File: src/rtl/vga_timing_gen.sv
// vga_timing_gen: VGA sync/blank timing generator driven by a divided pixel
// strobe. x/y count pixels and lines; hsync/vsync/blank_n are decoded from the
// next x/y so they line up with the counters, then optionally delayed by a
// small pixel-advanced pipeline for downstream pixel-data latency.
module vga_timing_gen #(
    parameter int   H_ACTIVE = 640,
    parameter int   H_FP     = 16,
    parameter int   H_SYNC   = 96,
    parameter int   H_BP     = 48,
    parameter int   V_ACTIVE = 480,
    parameter int   V_FP     = 10,
    parameter int   V_SYNC   = 2,
    parameter int   V_BP     = 33,
    parameter logic HS_POL   = 1'b0,
    parameter logic VS_POL   = 1'b0,
    parameter int   CLK_DIV  = 2,
    parameter int   PIPE_DLY = 0,
    localparam int  H_TOTAL  = H_ACTIVE + H_FP + H_SYNC + H_BP,
    localparam int  V_TOTAL  = V_ACTIVE + V_FP + V_SYNC + V_BP
) (
    input  logic                       clk,
    input  logic                       reset_n,
    input  logic                       enable,
    output logic                       vga_clk,
    output logic                       pix_en,
    output logic                       hsync,
    output logic                       vsync,
    output logic                       blank_n,
    output logic                       sync_n,
    output logic [$clog2(H_TOTAL)-1:0] x,
    output logic [$clog2(V_TOTAL)-1:0] y,
    output logic                       active,
    output logic                       line_start,
    output logic                       frame_start,
    output logic [7:0]                 frame_cnt
);

    localparam int XW = $clog2(H_TOTAL);
    localparam int YW = $clog2(V_TOTAL);
    localparam int DW = $clog2(CLK_DIV);

    localparam logic [XW-1:0] X_LAST   = XW'(H_TOTAL - 1);
    localparam logic [YW-1:0] Y_LAST   = YW'(V_TOTAL - 1);
    localparam logic [DW-1:0] DIV_LAST = DW'(CLK_DIV - 1);
    localparam logic [DW-1:0] DIV_HALF = DW'(CLK_DIV / 2);

    // Horizontal sync window decode for a given column.
    function automatic logic h_sync_on(input logic [XW-1:0] xv);
        int xi;
        xi = int'(xv);
        return (xi >= H_ACTIVE + H_FP) && (xi < H_ACTIVE + H_FP + H_SYNC);
    endfunction

    // Vertical sync window decode for a given line.
    function automatic logic v_sync_on(input logic [YW-1:0] yv);
        int yi;
        yi = int'(yv);
        return (yi >= V_ACTIVE + V_FP) && (yi < V_ACTIVE + V_FP + V_SYNC);
    endfunction

    // Visible-area decode for a given column/line.
    function automatic logic area_on(input logic [XW-1:0] xv, input logic [YW-1:0] yv);
        return (int'(xv) < H_ACTIVE) && (int'(yv) < V_ACTIVE);
    endfunction

    logic [DW-1:0]     divcnt_r;
    logic [DW-1:0]     divcnt_nxt_s;
    logic [XW-1:0]     x_r;
    logic [XW-1:0]     x_nxt_s;
    logic [YW-1:0]     y_r;
    logic [YW-1:0]     y_nxt_s;
    logic              line_wrap_s;
    logic              frame_wrap_s;
    logic              pix_en_r;
    logic              vga_clk_r;
    logic              line_start_r;
    logic              frame_start_r;
    logic              active_r;
    logic [7:0]        frame_cnt_r;
    logic [PIPE_DLY:0] hs_pipe_r;
    logic [PIPE_DLY:0] vs_pipe_r;
    logic [PIPE_DLY:0] bl_pipe_r;

    // Next divider count and next raster position, plus the wrap events.
    always_comb begin
        divcnt_nxt_s = '0;
        x_nxt_s      = x_r;
        y_nxt_s      = y_r;
        line_wrap_s  = 1'b0;
        frame_wrap_s = 1'b0;
        if (!enable) begin
            x_nxt_s = '0;
            y_nxt_s = '0;
        end else begin
            if (divcnt_r == DIV_LAST) begin
                divcnt_nxt_s = '0;
            end else begin
                divcnt_nxt_s = divcnt_r + DW'(1);
            end
            if (pix_en_r) begin
                if (x_r == X_LAST) begin
                    x_nxt_s     = '0;
                    line_wrap_s = 1'b1;
                    if (y_r == Y_LAST) begin
                        y_nxt_s      = '0;
                        frame_wrap_s = 1'b1;
                    end else begin
                        y_nxt_s = y_r + YW'(1);
                    end
                end else begin
                    x_nxt_s = x_r + XW'(1);
                end
            end else begin
                x_nxt_s = x_r;
                y_nxt_s = y_r;
            end
        end
    end

    // Divider, pixel strobe, raster counters, start pulses and frame counter.
    always_ff @(posedge clk) begin
        if (!reset_n) begin
            divcnt_r      <= '0;
            x_r           <= '0;
            y_r           <= '0;
            pix_en_r      <= 1'b0;
            vga_clk_r     <= 1'b0;
            line_start_r  <= 1'b0;
            frame_start_r <= 1'b0;
            active_r      <= area_on('0, '0);
            frame_cnt_r   <= 8'd0;
        end else if (!enable) begin
            divcnt_r      <= '0;
            x_r           <= '0;
            y_r           <= '0;
            pix_en_r      <= 1'b0;
            vga_clk_r     <= 1'b0;
            line_start_r  <= 1'b0;
            frame_start_r <= 1'b0;
            active_r      <= area_on('0, '0);
        end else begin
            divcnt_r      <= divcnt_nxt_s;
            x_r           <= x_nxt_s;
            y_r           <= y_nxt_s;
            pix_en_r      <= (divcnt_r == DIV_LAST);
            vga_clk_r     <= (divcnt_nxt_s >= DIV_HALF);
            line_start_r  <= line_wrap_s;
            frame_start_r <= frame_wrap_s;
            active_r      <= area_on(x_nxt_s, y_nxt_s);
            if (frame_wrap_s) begin
                frame_cnt_r <= frame_cnt_r + 8'd1;
            end else begin
                frame_cnt_r <= frame_cnt_r;
            end
        end
    end

    // Sync/blank decode aligned with x/y, then shifted once per pixel strobe.
    always_ff @(posedge clk) begin
        if (!reset_n || !enable) begin
            hs_pipe_r <= {(PIPE_DLY + 1){~HS_POL}};
            vs_pipe_r <= {(PIPE_DLY + 1){~VS_POL}};
            bl_pipe_r <= '0;
        end else begin
            hs_pipe_r[0] <= h_sync_on(x_nxt_s) ? HS_POL : ~HS_POL;
            vs_pipe_r[0] <= v_sync_on(y_nxt_s) ? VS_POL : ~VS_POL;
            bl_pipe_r[0] <= area_on(x_nxt_s, y_nxt_s);
            if (pix_en_r) begin
                for (int k = 1; k <= PIPE_DLY; k++) begin
                    hs_pipe_r[k] <= hs_pipe_r[k-1];
                    vs_pipe_r[k] <= vs_pipe_r[k-1];
                    bl_pipe_r[k] <= bl_pipe_r[k-1];
                end
            end
        end
    end

    assign vga_clk     = vga_clk_r;
    assign pix_en      = pix_en_r;
    assign hsync       = hs_pipe_r[PIPE_DLY];
    assign vsync       = vs_pipe_r[PIPE_DLY];
    assign blank_n     = bl_pipe_r[PIPE_DLY];
    assign sync_n      = 1'b0;
    assign x           = x_r;
    assign y           = y_r;
    assign active      = active_r;
    assign line_start  = line_start_r;
    assign frame_start = frame_start_r;
    assign frame_cnt   = frame_cnt_r;

endmodule
File: config.mk
export PLATFORM = sky130hd
export DESIGN_NAME = vga_timing_gen
export DESIGN_NICKNAME = d
export VERILOG_FILES = /design/src/rtl/vga_timing_gen.sv
export SDC_FILE = /design/constraint.sdc
export NUM_CORES = 1
export LEC_CHECK = 0
export CAP_MARGIN = 10
export CORE_MARGIN = 8
export CORE_UTILIZATION = 35
export CTS_CLUSTER_DIAMETER = 50
export DETAILED_ROUTE_END_ITERATION = 10
export HOLD_SLACK_MARGIN = 0.02
export SLEW_MARGIN = 20
export SYNTH_ARGS = -nofsm -noshare
export SYNTH_HDL_FRONTEND = slang
export SYNTH_SLANG_ARGS = --single-unit
File: constraint.sdc
create_clock -name clk -period 2.31 [get_ports clk]
set_input_delay 0.231 -clock clk [delete_from_list [all_inputs] [get_ports clk]]
set_output_delay 0.231 -clock clk [all_outputs]
set_load 0.02 [all_outputs]
==> results of run 1 <==
## kinds of logic (layout without fill, tap and decap cells)
logic type      after synthesis  count (layout)  synth area share (%)
fa+ha+maj                     4               4                  2.58
xor+xnor                     19              19                  8.59
other cells                   1               1                 0.194
simple gates                104             104                  31.3
buf+inv                      22              66                  6.46
flops                        36              36                  37.2
compound gates               34              34                  12.7
mux                           2               2                  1.03
## report_power, final
part / internal [W] / switching (W)
Sequential: 0.000623 / 0.00000168
Combinational: 0.0000144 / 0.0000225
Clock: 0.000320 / 0.000226
Total: 0.000957 / 0.000250
## state kept, by name, summed over array words and instances (netlist names)
signal and cells:
line_start 1, blank_n 1, y 10, frame_cnt 8, active 1, x 10, vsync 1, divcnt_r 1
hsync 1, frame_start 1, pix_en 1
## critical path: stages (launching register included)
cell and delay, ns:
dfxtp_1 0.54, nand4_1 0.20, or4_1 0.53, o31a_1 0.15, a311oi_1 0.35, a211oi_2 0.08
or2_1 0.21
## synthesized netlist by cell type (all sizes together) (3+ instances only)
cell	n	share of area, %
ha	4	2.6
xor2	7	3.2
inv	7	1.4
a21o	3	1.2
buf	9	3.9
o21ai	6	1.6
nor2	21	4.1
nand3	9	2.3
dfxtp	36	37
and2	11	3.7
nor3	10	3.2
xnor2	12	5.4
and4	4	1.9
a21oi	7	1.8
or3	4	1.3
nand4	10	3.9
and3	4	1.3
nor2b	4	1.3
nand2	16	3.1
clkbuf	6	1.2
## timing repair
item,in CTS,in global routing
setup endpoints to repair,0,5
hold buffers,0,0
buffers inserted,0,1
hold endpoints to repair,0,0
resized for setup,0,3
## metal layers
layer  global-route usage (%)  wire (microns)  vias up
met5                        0               0        -
met4                     4.85              62        0
met3                     4.16             321        4
met2                     19.6            2260       51
met1                     14.7            2220      829
li1                         -               -      865
## worst max path at each step
stage	start	to	slack [ns]
2_1_floorplan	x[0]	active	0.14
3_3_place_gp	x[2]	hsync	0.15
3_5_place_dp	x[0]	blank_n	0.13
4_1_cts	x[1]	blank_n	0.11
5_1_grt	x[0]	active	0.03
6_report	x[5]	active	0.15
## per-stage QoR
step	cells	instance area [sq um]	total power (W)	utilization, %
after floorplan	222	1940	0.000657	-
after global placement	329	2400	0.000676	44.1
after global routing	338	2520	0.00126	46.3
after detailed placement	329	2400	0.000676	44.1
after CTS	337	2510	0.00122	46.1
final	338	2520	0.00121	46.3
## cell type report
class                      instances  area (sq um)
clock inverter                     2          35.0
sequential                        36           721
fill                             538          2920
timing repair buffer              51           478
multi-input combinational        164          1100
clock buffer                       6          72.6
inverter                           7          26.3
tap                               72          90.1
==> impl_metrics.env, run 1 <==
export IMPL_syn_nets=229
export IMPL_clkTransAtPathRegs_ns=0.07
export IMPL_synth_cell_type_count=55
export IMPL_detail_route_antenna_nets=0
export IMPL_hold_depth=1
export IMPL_grt_pass1_wl_microns=8360
export IMPL_timing_rr_end="active"
export IMPL_setup_worst_path_class="reg2reg"
export IMPL_htreeDepth=2
export IMPL_die_area_sq_um=8170
export IMPL_fin_nets=272
export IMPL_vias=1749
export IMPL_max_clock_freq_mhz=464
export IMPL_rrSetupSlack_ns=0.15
export IMPL_synth_warnings=0
export IMPL_cts_sinks=36
export IMPL_grt_use_total_pct=12.3
export IMPL_reg2reg_depth=6
export IMPL_drt_initial_drc_count=92
export IMPL_ys_seq_area_share_pct=37.2
export IMPL_netlist_area_sq_um=1940
export IMPL_syn_inst=222
export IMPL_worst_clock_skew_ns=0.00481
export IMPL_tightest_slew_ns=0.629
export IMPL_status="finished clean"
export IMPL_hold_path_end="divcnt_r"
export IMPL_drive_gt1_share_pct=11.7
export IMPL_final_setup_tns_ns=0
export IMPL_io_buffers=38
export IMPL_synth_seq_cells=36
export IMPL_final_setup_viol_count=0
export IMPL_vias_per_cell=5.17
export IMPL_rsz0062_at_grt="no"
export IMPL_rows=27
export IMPL_ir_drop_v=0.000260
export IMPL_holdWs_ns=0.452
export IMPL_final_common_cell="clkdlybuf4s50_1"
export IMPL_n_antenna_cell=0
export IMPL_slew_violations=0
export IMPL_async_flop_share_pct=0
export IMPL_die_width_microns=90.4
export IMPL_cp_arrival_ns=2.33
export IMPL_die_y_microns=90.4
export IMPL_hold_viol=0
export IMPL_start_util_pct=35.6
export IMPL_grt_pass1_vias=1769
export IMPL_io_pins=40
export IMPL_maxCapViolations=0
export IMPL_start_kind="flop"
export IMPL_cts_root_buf="clkbuf_8"
export IMPL_synth_edff_count=0
export IMPL_drtPass1Iterations=5
export IMPL_insertion_delay_ns=0.28
export IMPL_cp_max_fo=10
export IMPL_hold_path_class="reg2reg"
export IMPL_grt_start_max_net_pins=13
export IMPL_cp_required_ns=2.49
export IMPL_cts_made_buffers=5
export IMPL_syn_to_final_growth_pct=30.1
export IMPL_layout_setup_ws_ns=0.154
export IMPL_ctsLongestPathBuffers=2
export IMPL_dominantRegCellSynth="dfxtp_1"
export IMPL_routed_wl_microns=4860
export IMPL_drc=0
export IMPL_relSlewSlack_pct=58.0
export IMPL_antenna_found_initial=0
export IMPL_period_share_pct=93.3
export IMPL_dp_slack_ns=0.135
export IMPL_endpoint_kind="flop"
export IMPL_cts_tree="done"
export IMPL_core_area_sq_um=5440
export IMPL_wl_per_cell_microns=14.4
export IMPL_overflow=0
export IMPL_final_cell_mix="38 x clkdlybuf4s50_1, 36 x dfxtp_1, 21 x nor2_1, 16 x nand2_1, 13 x buf_4"
export IMPL_cellPowerDensity_nw_per_um2=479
export IMPL_dp_hpwl_microns=3580
export IMPL_routabilityCongestion=0.869
export IMPL_cellLeakagePower_nw=0.886
export IMPL_hp_start="divcnt_r"
export IMPL_synth_avg_cell_area_sq_um=8.72
export IMPL_worstReg2RegStart="x[5]"
export IMPL_layout_min_cycle_time_ns=2.16
(Power assumes the default switching activity.)
==> run 2: changes to the inputs <==
--- a/config.mk
+++ b/config.mk
@@ -10,7 +10,7 @@
 export CORE_UTILIZATION = 35
 export CTS_CLUSTER_DIAMETER = 50
 export DETAILED_ROUTE_END_ITERATION = 10
-export HOLD_SLACK_MARGIN = 0.02
+export HOLD_SLACK_MARGIN = 0.15
 export SLEW_MARGIN = 20
 export SYNTH_ARGS = -nofsm -noshare
 export SYNTH_HDL_FRONTEND = slang
==> constraint.sdc (replaced) <==
create_clock -name clk -period 2 [get_ports clk]
set_input_delay 0.2 -clock clk [delete_from_list [all_inputs] [get_ports clk]]
set_output_delay 0.2 -clock clk [all_outputs]
set_load 0.02 [all_outputs]
==> run 2 against run 1 <==
- via count grew 5.3%
- utilization grew 6.5 points
- critical endpoint unchanged
- die area is the same
- worst setup slack lost 0.11 ns
- largest power group unchanged
- routed wire length grew 7.2%
- combinational power grew 32%
- sequential share of layout area shrank 2.7 points
- sequential cell count is the same
- register-to-register slack lost 0.11 ns
- highest routed layer unchanged
- non-clock buffer count grew 28
==> impl_metrics.env, run 2 (synthesis gave the netlist of run 1 again) <==
export IMPL_start_util_pct=35.6
export IMPL_num_fill_cells=499
export IMPL_hp_start="divcnt_r"
export IMPL_routabilityCongestion=0.861
export IMPL_wl_per_cell_microns=14.2
export IMPL_grt_pass1_vias=1625
export IMPL_hold_path_class="reg2reg"
export IMPL_cts_root_buf="clkbuf_8"
export IMPL_clkTransAtPathRegs_ns=0.07
export IMPL_power_net_switching_w=0.000291
export IMPL_p_sw_share_pct=20.9
export IMPL_cp_max_fo=7
export IMPL_die_area_sq_um=8170
export IMPL_rsz0062_at_grt="yes"
export IMPL_dp_hpwl_microns=3820
export IMPL_final_cell_mix="40 x buf_4, 38 x clkdlybuf4s50_1, 25 x dfxtp_1, 21 x nor2_1, 16 x nand2_1"
export IMPL_ctsLongestPathBuffers=2
export IMPL_grt_pass1_wl_microns=8020
export IMPL_combPwrFrac_pct=3.5
export IMPL_grt_use_total_pct=12.1
export IMPL_p_total_w=0.00140
export IMPL_die_y_microns=90.4
export IMPL_detail_route_antenna_nets=0
export IMPL_cts_made_buffers=5
export IMPL_htreeDepth=2
export IMPL_p_int_w=0.00110
export IMPL_cts_tree="done"
export IMPL_overflow=0
export IMPL_vias_per_cell=5.03
export IMPL_maxCapViolations=0
export IMPL_final_cells=366
export IMPL_grt_start_max_net_pins=12
export IMPL_clockPowerShare_pct=45.2
export IMPL_final_setup_tns_ns=0
export IMPL_drt_initial_drc_count=89
export IMPL_cellLeakagePower_nw=1.05
export IMPL_period_share_pct=97.9
export IMPL_multi_input_area_sq_um=1210
export IMPL_worstReg2RegStart="x[5]"
export IMPL_rows=27
export IMPL_antenna_found_initial=0
export IMPL_seq_area_sq_um=744
export IMPL_final_core_util_pct=52.9
export IMPL_core_area_sq_um=5440
export IMPL_die_width_microns=90.4
export IMPL_slew_violations=0
export IMPL_routed_wl_microns=5210
export IMPL_setup_worst_path_class="reg2reg"
export IMPL_drive_gt1_share_pct=29.6
export IMPL_fin_nets=300
export IMPL_vias=1841
export IMPL_cp_arrival_ns=2.13
export IMPL_hold_viol=0
export IMPL_pwr_share_seq_pct=51.3
export IMPL_insertion_delay_ns=0.28
export IMPL_cts_sinks=36
export IMPL_max_clock_freq_mhz=511
export IMPL_crit_path_start="x[5]"
export IMPL_syn_to_final_growth_pct=48.4
export IMPL_ir_drop_v=0.000338
export IMPL_io_buffers=38
export IMPL_endpoint_kind="flop"
export IMPL_drtPass1Iterations=4
export IMPL_layout_min_cycle_time_ns=1.96
export IMPL_n_antenna_cell=0
export IMPL_cp_required_ns=2.18
export IMPL_placed_cells=353
export IMPL_drc=0
export IMPL_io_pins=40
export IMPL_start_kind="flop"
export IMPL_cellPowerDensity_nw_per_um2=485
export IMPL_final_common_cell="buf_4"
export IMPL_final_setup_viol_count=0
export IMPL_worst_clock_skew_ns=0.00368
export IMPL_status="finished clean"
-- run 2: changes by cell type in the layout (fill, tap and decap cells not counted), moves of 2 or more --
cell | previous run | this run
a21oi_1 | 7 | 5
a21oi_2 | 0 | 2
or3_1 | 4 | 0
ha_1 | 4 | 2
dfxtp_1 | 36 | 25
buf_4 | 13 | 40
dfxtp_4 | 0 | 4
dfxtp_2 | 0 | 7
or3_4 | 0 | 4
-- run 2: critical path, cell delays in order, from the launching register on --
cell and delay (ns):
dfxtp_4 0.38, nor4b_4 0.37, nand4_4 0.17, or3_4 0.37
a211oi_4 0.24, a211oi_2 0.11, or2_1 0.21
-- run 2: cell type report --
| type | count | area share, % |
|---|---|---|
| Inverter | 7 | 0.914 |
| Timing Repair Buffer | 79 | 24.1 |
| Clock inverter | 2 | 1.22 |
| Clock buffer | 6 | 2.52 |
| Multi-Input combinational cell | 164 | 42.3 |
| Sequential cell | 36 | 25.9 |
| Tap cell | 72 | 3.13 |
-- run 2: path summary, 6_finish.rpt --
check              to  slack [ns]  cells after the start
min reg2reg  divcnt_r        0.47                      1
max reg2reg    active        0.04                      6
min          divcnt_r        0.47                      1
max            active        0.04                      6
-- run 2: layer usage --
metal	GRT usage (%)	part of all wire, %
met5	0	0
met4	5.41	1.5
met3	3.66	4.8
met2	17.7	44
met1	15.7	50
-- run 2: stage by stage --
step	hold WS (ns)	instance area [sq um]	worst slack [ns]
floorplan	0.343	1970	-0.00939
global placement	0.427	2610	-0.0158
detailed placement	0.435	2610	-0.0115
CTS	0.463	2740	0.00149
global route	0.482	2880	-0.0372
finish	0.472	2880	0.0424
-- run 2: what timing repair did --
item | 4_1_cts | 5_1_grt
pin swaps | 4 | 13
setup buffers | 0 | 5
hold buffers | 0 | 0
gates resized for setup | 7 | 23
setup endpoints to repair | 2 | 11
-- run 2: power by group through the flow --
stage / clock network, W / logic [W] / registers, W
CTS: 0.000648 / 0.0000477 / 0.000719
finish: 0.000630 / 0.0000487 / 0.000717
detailed placement: 0 / 0.0000470 / 0.000736
global placement: 0 / 0.0000473 / 0.000736
global route: 0.000679 / 0.0000526 / 0.000717
floorplan: 0 / 0.0000167 / 0.000739
